## src/rtl/dice_display_scan_ctrl_if.sv

```systemverilog
// Display scan bus: the dice and register-file values going in, the segment and common pads coming out.
// Inputs are plain levels and are sampled by the controller only at slot boundaries, apart from the two polarity bits.
interface dice_display_scan_ctrl_if;
    logic [3:0] digit1;
    logic [3:0] digit10;
    logic [6:0] brightness;
    logic       seg_pol;
    logic       com_pol;
    logic [7:0] seg;
    logic       com1;
    logic       com10;
    logic [1:0] com_oe;

    modport master (
        output digit1, digit10, brightness, seg_pol, com_pol,
        input  seg, com1, com10, com_oe
    );

    modport slave (
        input  digit1, digit10, brightness, seg_pol, com_pol,
        output seg, com1, com10, com_oe
    );
endinterface

```

## src/rtl/dice_display_scan_ctrl.sv

```systemverilog
// Two-digit 7-segment scan controller with PWM brightness and pad polarity handling.
// Each digit slot is 128 PWM steps; phase 0 is always dark so the commons never overlap at the swap.
module dice_display_scan_ctrl #(
    parameter int PRESCALE = 4,
    parameter bit LZ_BLANK = 1'b1
) (
    input logic clk,
    input logic rst,
    dice_display_scan_ctrl_if.slave bus
);
    localparam int PW = (PRESCALE > 1) ? $clog2(PRESCALE) : 1;

    typedef enum logic {SLOT_ONES = 1'b0, SLOT_TENS = 1'b1} slot_t;

    logic [PW-1:0] pre;
    logic [6:0]    phase;
    slot_t         slot;
    logic [6:0]    lat_duty;
    logic [3:0]    lat_digit;
    logic          tick;
    logic          on;
    logic [6:0]    pattern;

    assign tick = (pre == PW'(PRESCALE - 1));
    assign on   = (phase != 7'd0) && (phase <= lat_duty);

    always_comb begin
        pattern = 7'h00;
        case (lat_digit)
            4'd0: pattern = 7'h3f;
            4'd1: pattern = 7'h06;
            4'd2: pattern = 7'h5b;
            4'd3: pattern = 7'h4f;
            4'd4: pattern = 7'h66;
            4'd5: pattern = 7'h6d;
            4'd6: pattern = 7'h7d;
            4'd7: pattern = 7'h07;
            4'd8: pattern = 7'h7f;
            4'd9: pattern = 7'h6f;
            default: pattern = 7'h00;
        endcase
        if (LZ_BLANK && slot == SLOT_TENS && lat_digit == 4'd0) begin
            pattern = 7'h00;
        end
    end

    always_ff @(posedge clk) begin
        if (rst) begin
            pre        <= '0;
            phase      <= 7'd0;
            slot       <= SLOT_ONES;
            lat_duty   <= 7'd0;
            lat_digit  <= 4'd15;
            bus.seg    <= {8{~bus.seg_pol}};
            bus.com1   <= ~bus.com_pol;
            bus.com10  <= ~bus.com_pol;
            bus.com_oe <= 2'b00;
        end else begin
            pre <= tick ? '0 : pre + 1'b1;
            if (tick) begin
                phase <= phase + 7'd1;
                // Inputs are captured only here so a slot is never torn.
                if (phase == 7'd127) begin
                    slot      <= (slot == SLOT_ONES) ? SLOT_TENS : SLOT_ONES;
                    lat_duty  <= bus.brightness;
                    lat_digit <= (slot == SLOT_TENS) ? bus.digit1 : bus.digit10;
                end
            end
            bus.seg    <= on ? ({1'b0, pattern} ^ {8{~bus.seg_pol}}) : {8{~bus.seg_pol}};
            bus.com1   <= (on && slot == SLOT_ONES) ? bus.com_pol : ~bus.com_pol;
            bus.com10  <= (on && slot == SLOT_TENS) ? bus.com_pol : ~bus.com_pol;
            bus.com_oe <= 2'b11;
        end
    end
endmodule

```

## src/flat_wrapper.sv

```systemverilog
// flat-port wrapper written by rule: the top's interface ports become plain ports
module dice_display_scan_ctrl_flat 
#(
    parameter int PRESCALE = 4,
    parameter bit LZ_BLANK = 1'b1
)
  (clk, rst, bus_digit1, bus_digit10, bus_brightness, bus_seg_pol, bus_com_pol, bus_seg, bus_com1, bus_com10, bus_com_oe);
  dice_display_scan_ctrl_if bus_i ();
  input logic clk;
  input logic rst;
  input wire logic [$bits(bus_i.digit1)-1:0] bus_digit1;
  input wire logic [$bits(bus_i.digit10)-1:0] bus_digit10;
  input wire logic [$bits(bus_i.brightness)-1:0] bus_brightness;
  input wire logic [$bits(bus_i.seg_pol)-1:0] bus_seg_pol;
  input wire logic [$bits(bus_i.com_pol)-1:0] bus_com_pol;
  output wire logic [$bits(bus_i.seg)-1:0] bus_seg;
  output wire logic [$bits(bus_i.com1)-1:0] bus_com1;
  output wire logic [$bits(bus_i.com10)-1:0] bus_com10;
  output wire logic [$bits(bus_i.com_oe)-1:0] bus_com_oe;
  assign bus_i.digit1 = bus_digit1;
  assign bus_i.digit10 = bus_digit10;
  assign bus_i.brightness = bus_brightness;
  assign bus_i.seg_pol = bus_seg_pol;
  assign bus_i.com_pol = bus_com_pol;
  assign bus_seg = bus_i.seg;
  assign bus_com1 = bus_i.com1;
  assign bus_com10 = bus_i.com10;
  assign bus_com_oe = bus_i.com_oe;
  dice_display_scan_ctrl #(.PRESCALE(PRESCALE), .LZ_BLANK(LZ_BLANK)) u_core (.clk(clk), .rst(rst), .bus(bus_i));
endmodule
```

## config.mk

```make
export PLATFORM = sky130hd
export DESIGN_NAME = dice_display_scan_ctrl_flat
export DESIGN_NICKNAME = d
export VERILOG_FILES = /design/src/rtl/dice_display_scan_ctrl_if.sv /design/src/rtl/dice_display_scan_ctrl.sv /design/src/flat_wrapper.sv
export SDC_FILE = /design/constraint.sdc
export NUM_CORES = 1
export LEC_CHECK = 0
export CELL_PAD_IN_SITES_DETAIL_PLACEMENT = 0
export CELL_PAD_IN_SITES_GLOBAL_PLACEMENT = 2
export CORE_MARGIN = 4
export CORE_UTILIZATION = 29
export CTS_CLUSTER_SIZE = 40
export DETAILED_ROUTE_END_ITERATION = 7
export HOLD_SLACK_MARGIN = 0.06
export PLACE_DENSITY_LB_ADDON = 0.3
export SLEW_MARGIN = 10
export SYNTH_ARGS = -nofsm -noshare
export SYNTH_HDL_FRONTEND = slang
export SYNTH_SLANG_ARGS = --single-unit
```

## constraint.sdc

```tcl
create_clock -name clk -period 4.6 [get_ports clk]
set_clock_uncertainty 0.05 [all_clocks]
set_input_delay 0.92 -clock clk [delete_from_list [all_inputs] [get_ports clk]]
set_output_delay 0.92 -clock clk [all_outputs]
set_load 0.05 [all_outputs]
```

==> impl_results.md, run 1 <==
- FFs w/ async S/R, synth: 0%
- Share of layout cells above drive strength 1: 9.65%
- Area grow syn2layout: 24.9%
- Worst Path Arrival: 2.96 ns
- DRT Pass-1 Iters: 4
- Die ar.: 0.00763 mm2
- Final wirelength: 3570 um
- Status: finished, final reports clean
- Area contributors post-synth: dfxtp_1, ha_1, nand2_1
- # diodes: 0
- Final setup margin: 1.73 ns
- Vias in the first global route: 1,226
- R2R Setup Slk: 2.25 ns
- Post-Syn Area per Cell: 9.27 um2
- CTS H-tree lvls: 2
- Clk_lat worst skew: 0.29 ns
- # resized after CTS: 0
- Synth Net Count: 232
- CP startpoint kind: primary input
- Register bit total from synthesis: 39
- Top cell type's share of synthesized area: 42.7%
- Top-count cell post-synth: dfxtp_1
- Dpl cells: 295
- Synth unique cells: 38
- Hold Path Class: flop to flop
- P per Cell Area: 310 mW/mm2
- Final worst path period need: 2.87 ns
- Clk sink count: 39
- MaxCap Viol Count: 0
- Die span in x: 87.4 um
- Drt drc: 0
- Routed via count: 1,330
- Initial Util: 30.3%
- Setup_tns: 0 ns
- Routed vias/inst: 4.39
- Yosys top cell by area: dfxtp_1
- Die H: 87.4 um
- Critical-path maximum fanout: 15
- Worst-case clock buffer depth: 2
- Total CTS buffers: 5
- # fillers: 648
- CP peak stage delay: 0.86 ns
- WP buf/inv: 2
- I/O pin count: 31
- Final instance area: 0.00228 mm2
- Post-route insts no fill: 303
- Critical Path, Cell by Cell: clkdlybuf4s50_1 > nor4_1 > nor2_1 > inv_2 > ha_1 > a21oi_1 > o22ai_1
- Worst slew margin: 49.6%
- First-pass GRT wire length: 5910 um
- Top_reg_cell synth: dfxtp_1
- Number of flops mapped to enable cells by yosys: 0
- Number of synthesis warnings: 0
- CTS hold repair buffers: 0
- Critical path's top delay family: buffers and inverters
- Max Slew Vio Count: 0
- Final #Nets: 262
- 1st-iter DRT viols: 44
- Peak VDD IR: 0.198 mV
- Post-DP HPWL: 2630 um
- GRT Residual Overflow: 0
- Worst slew pin tran: 0.753 ns
- WHS: 0.376 ns
- Post-DR wirelength/cell: 11.8 um
- Postcts setup bufs: 0
- Worst Setup End Kind: flop
- GPL Wtd Cong: 0.737
- Kind of critical path: primary input to flop
- Core Region: 0.00603 mm2
- Synth cell count leaders: dfxtp_1, nand2_1, ha_1
- Final core occ: 37.9%
- RSZ-0062 raised after global routing: false
- Worst-path clk slew: 0.08 ns
- Initial antenna violation count: 0
- Total power: 708 uW
- Routed Antenna Nets: 0
- Slowest cell on the critical path: clkdlybuf4s50_1
- Cell area after synthesis: 0.00183 mm2
- Post-synthesis cell count: 197
- Leak Pwr: 0.863 nW
- Max Freq: 349 MHz
- # rows: 28
- Fin crit share: 62.4%
- Critical Path RT: 4.69 ns
- Dpl ws: 1.37 ns
- Clk root buf: clkbuf_8
- Largest net degree at the start of global routing: 16
- Placement Cell Area: 0.00217 mm2
- Total track usage: 10.1%
- CTS tree: built
- Final Hold Vio Count: 0
- Sequential-to-total area share from yosys stat: 42.7%
- Final Setup Violations: 0
- Port Buffers: 30
[cells by family after synthesis]
group	count (synthesis)	share of synthesized area [%]
multiplexers	6	3.84
AND/OR/NAND/NOR	71	19.6
AO/OA/AOI/OAI	28	9.04
buffers and inverters	21	6.17
XOR/XNOR	16	7.67
flip-flops	39	42.7
adder cells (fa/ha/maj)	16	11.0
[cell usage in the layout (no fill, tap or decap), types with 2 or more instances in the layout]
master            n
clkdlybuf4s50_1  30
o21ai_1           2
xnor2_1          10
nand4_1           4
nand3_1          14
clkinv_4          2
nor4_1            2
a21oi_1          13
clkbuf_8          5
a211oi_1          3
o22ai_1           3
nor2_2            2
o21ai_0           3
inv_2             2
inv_1            10
ha_1             16
nor3_1            2
mux2i_1           4
nor2_1           13
o211ai_1          2
dfxtp_1          39
nand2_1          24
mux2_4            2
xor2_1            6
[layout make-up]
type                    count  area [um2]  area share [%]
repair buffers             31         308            13.5
inverters                  13        53.8            2.36
multi-input cells         137         933            40.9
clock buffers               5        68.8            3.02
well taps                  75        93.8            4.11
clock inverters             3        43.8            1.92
flip-flops and latches     39         781            34.2
[metal layers]
layer | vias up | track usage (%) | routed length [um]
met2 | 33 | 14.0 | 1380
li1 | 731 | - | -
met4 | 0 | 4.18 | 46
met1 | 562 | 14.3 | 1900
met3 | 4 | 3.03 | 237
met5 | - | 0 | 0
[power breakdown]
group,switching [mW],leakage [nW],internal (mW)
Combinational,0.0409,0.486,0.0335
Sequential,0.00302,0.319,0.346
Clock,0.123,0.0581,0.161
[final timing paths]
check | cells after the start | startpoint | to
setup / recovery | 7 | rst | flop
hold / removal | 1 | u_core.pre[0] | u_core.pre[0]
setup reg to reg | 9 | u_core.pre[0] | flop
hold reg to reg | 1 | u_core.pre[0] | u_core.pre[0]
Power figures use the tool's default switching activity.
==> run 2, diff against run 1 <==
==> constraint.sdc (replaced) <==
create_clock -name clk -period 2.6 [get_ports clk]
set_clock_uncertainty 0.05 [all_clocks]
set_input_delay 0.52 -clock clk [delete_from_list [all_inputs] [get_ports clk]]
set_output_delay 0.52 -clock clk [all_outputs]
set_load 0.05 [all_outputs]
==> run 2 against run 1 <==
  * Die area is the same
  * Sequential share of layout area shrank 0.55 points
  * Non-clock buffer count grew 5
  * Final area grew 1.6%
  * Wire length grew 2.1%
  * Register-to-register slack lost 1.9 ns
  * Worst hold slack gained 0.0043 ns
  * Clock-buffer cell count is the same
  * Global-route usage grew 0.79 points
  * Via count grew 0.60%
  * Worst setup slack lost 1.4 ns
  * Total power grew 78%
  * Critical path type is now flop to flop
  * Highest routed layer unchanged
==> impl_results.md, run 2 (synthesis gave the netlist of run 1 again) <==
- Status: finished, final reports clean
- Max Freq: 450 MHz
- GRT Residual Overflow: 0
- P per Cell Area: 543 mW/mm2
- Clk_lat worst skew: 0.29 ns
- Share of layout cells above drive strength 1: 11.6%
- CP startpoint kind: flop
- Critical Path RT: 2.70 ns
- Port Buffers: 30
- Area grow syn2layout: 27.0%
- Peak VDD IR: 0.370 mV
- Core Region: 0.00603 mm2
- Leak Pwr: 0.887 nW
- MaxCap Viol Count: 0
- Final wirelength: 3640 um
- Die span in x: 87.4 um
- Initial Util: 30.3%
- Routed via count: 1,338
- CTS H-tree lvls: 2
- First-pass GRT wire length: 6470 um
- I/O pin count: 31
- Worst-path clk slew: 0.08 ns
- Largest net degree at the start of global routing: 14
- RSZ-0062 raised after global routing: false
- Die ar.: 0.00763 mm2
- Hold Path Class: flop to flop
- Dpl ws: 0.199 ns
- Worst-case clock buffer depth: 2
- Die H: 87.4 um
- DRT Pass-1 Iters: 4
- Worst slew margin: 62.3%
- WHS: 0.381 ns
- Vias in the first global route: 1,326
- Final worst path period need: 2.22 ns
- Final Setup Violations: 0
- # fillers: 636
- Clk root buf: clkbuf_8
- Setup_tns: 0 ns
- Post-DP HPWL: 2740 um
- Post-DR wirelength/cell: 11.8 um
- 1st-iter DRT viols: 60
- Critical-path maximum fanout: 6
- Final core occ: 38.5%
- GPL Wtd Cong: 0.792
- Final setup margin: 0.375 ns
- Clk sink count: 39
- Routed Antenna Nets: 0
- Final #Nets: 267
- Total track usage: 10.8%
- Fin crit share: 85.6%
- # rows: 28
- Worst Setup End Kind: flop
- Worst slew pin tran: 0.562 ns
- Commonest non-fill, non-tap cell in the layout: dfxtp_1
- Worst Path Arrival: 2.33 ns
- CTS tree: built
- Total CTS buffers: 5
- Drt drc: 0
- Routed vias/inst: 4.34
- # diodes: 0
- CTS hold repair buffers: 0
- Kind of critical path: flop to flop
- Postcts setup bufs: 0
- Most frequent cells in the layout: dfxtp_1, clkdlybuf4s50_1, nand2_1, ha_1, nand3_1
- Final Hold Vio Count: 0
- # resized after CTS: 0
- Initial antenna violation count: 0
- Max Slew Vio Count: 0
## run 2: changes by cell type in the layout (fill, tap and decap cells not counted), sizes merged
cell  change
buf       +5
## run 2: worst max-delay path, stage by stage (launching register included)
cell      delay (ns)
dfxtp_1         0.39
ha_1            0.20
and3_1          0.31
a211oi_1        0.13
nor2_1          0.42
inv_2           0.14
ha_1            0.22
a21oi_1         0.13
o22ai_1         0.09
## run 2: metrics by stage
stage / std cells / total power, mW / area (um2)
final: 308 / 1.26 / 2320
after CTS: 308 / 1.28 / 2320
after global routing: 308 / 1.31 / 2320
after global placement: 300 / 0.767 / 2210
after floorplan: 197 / 0.709 / 1830
after detailed placement: 300 / 0.768 / 2210
## run 2: per-layer routing
| layer | GRT usage, % | part of all wire [%] | up-vias |
|---|---|---|---|
| li1 | - | - | 737 |
| met1 | 15.3 | 55 | 568 |
| met2 | 15.4 | 37 | 31 |
| met3 | 3.22 | 6.7 | 2 |
| met4 | 4.18 | 0.80 | 0 |
| met5 | 0 | 0 | - |
## run 2: worst paths after layout
kind                                       from             to  slack [ns]  depth (start not counted)
worst max-delay path            u_core.phase[1]           flop        0.38                          8
worst min-delay path              u_core.pre[0]  u_core.pre[0]        0.38                          1
worst max register to register  u_core.phase[1]           flop        0.38                          8
worst min register to register    u_core.pre[0]  u_core.pre[0]        0.38                          1
## run 2: cell type report
| type | instances | area (um2) | area share (%) |
|---|---|---|---|
| sequential | 39 | 781 | 33.7 |
| timing repair buffer | 36 | 345 | 14.9 |
| tap | 75 | 93.8 | 4.05 |
| clock buffer | 5 | 68.8 | 2.97 |
| multi-input combinational | 137 | 933 | 40.2 |
| inverter | 13 | 53.8 | 2.32 |
| clock inverter | 3 | 43.8 | 1.89 |
## run 2: power by group
group / total (mW) / leakage, nW / internal [mW] / switching (mW)
Clock: 0.508 / 0.0581 / 0.286 / 0.222
Combinational: 0.135 / 0.510 / 0.0621 / 0.0725
Sequential: 0.617 / 0.319 / 0.612 / 0.00525
Total: 1.26 / 0.887 / 0.960 / 0.300
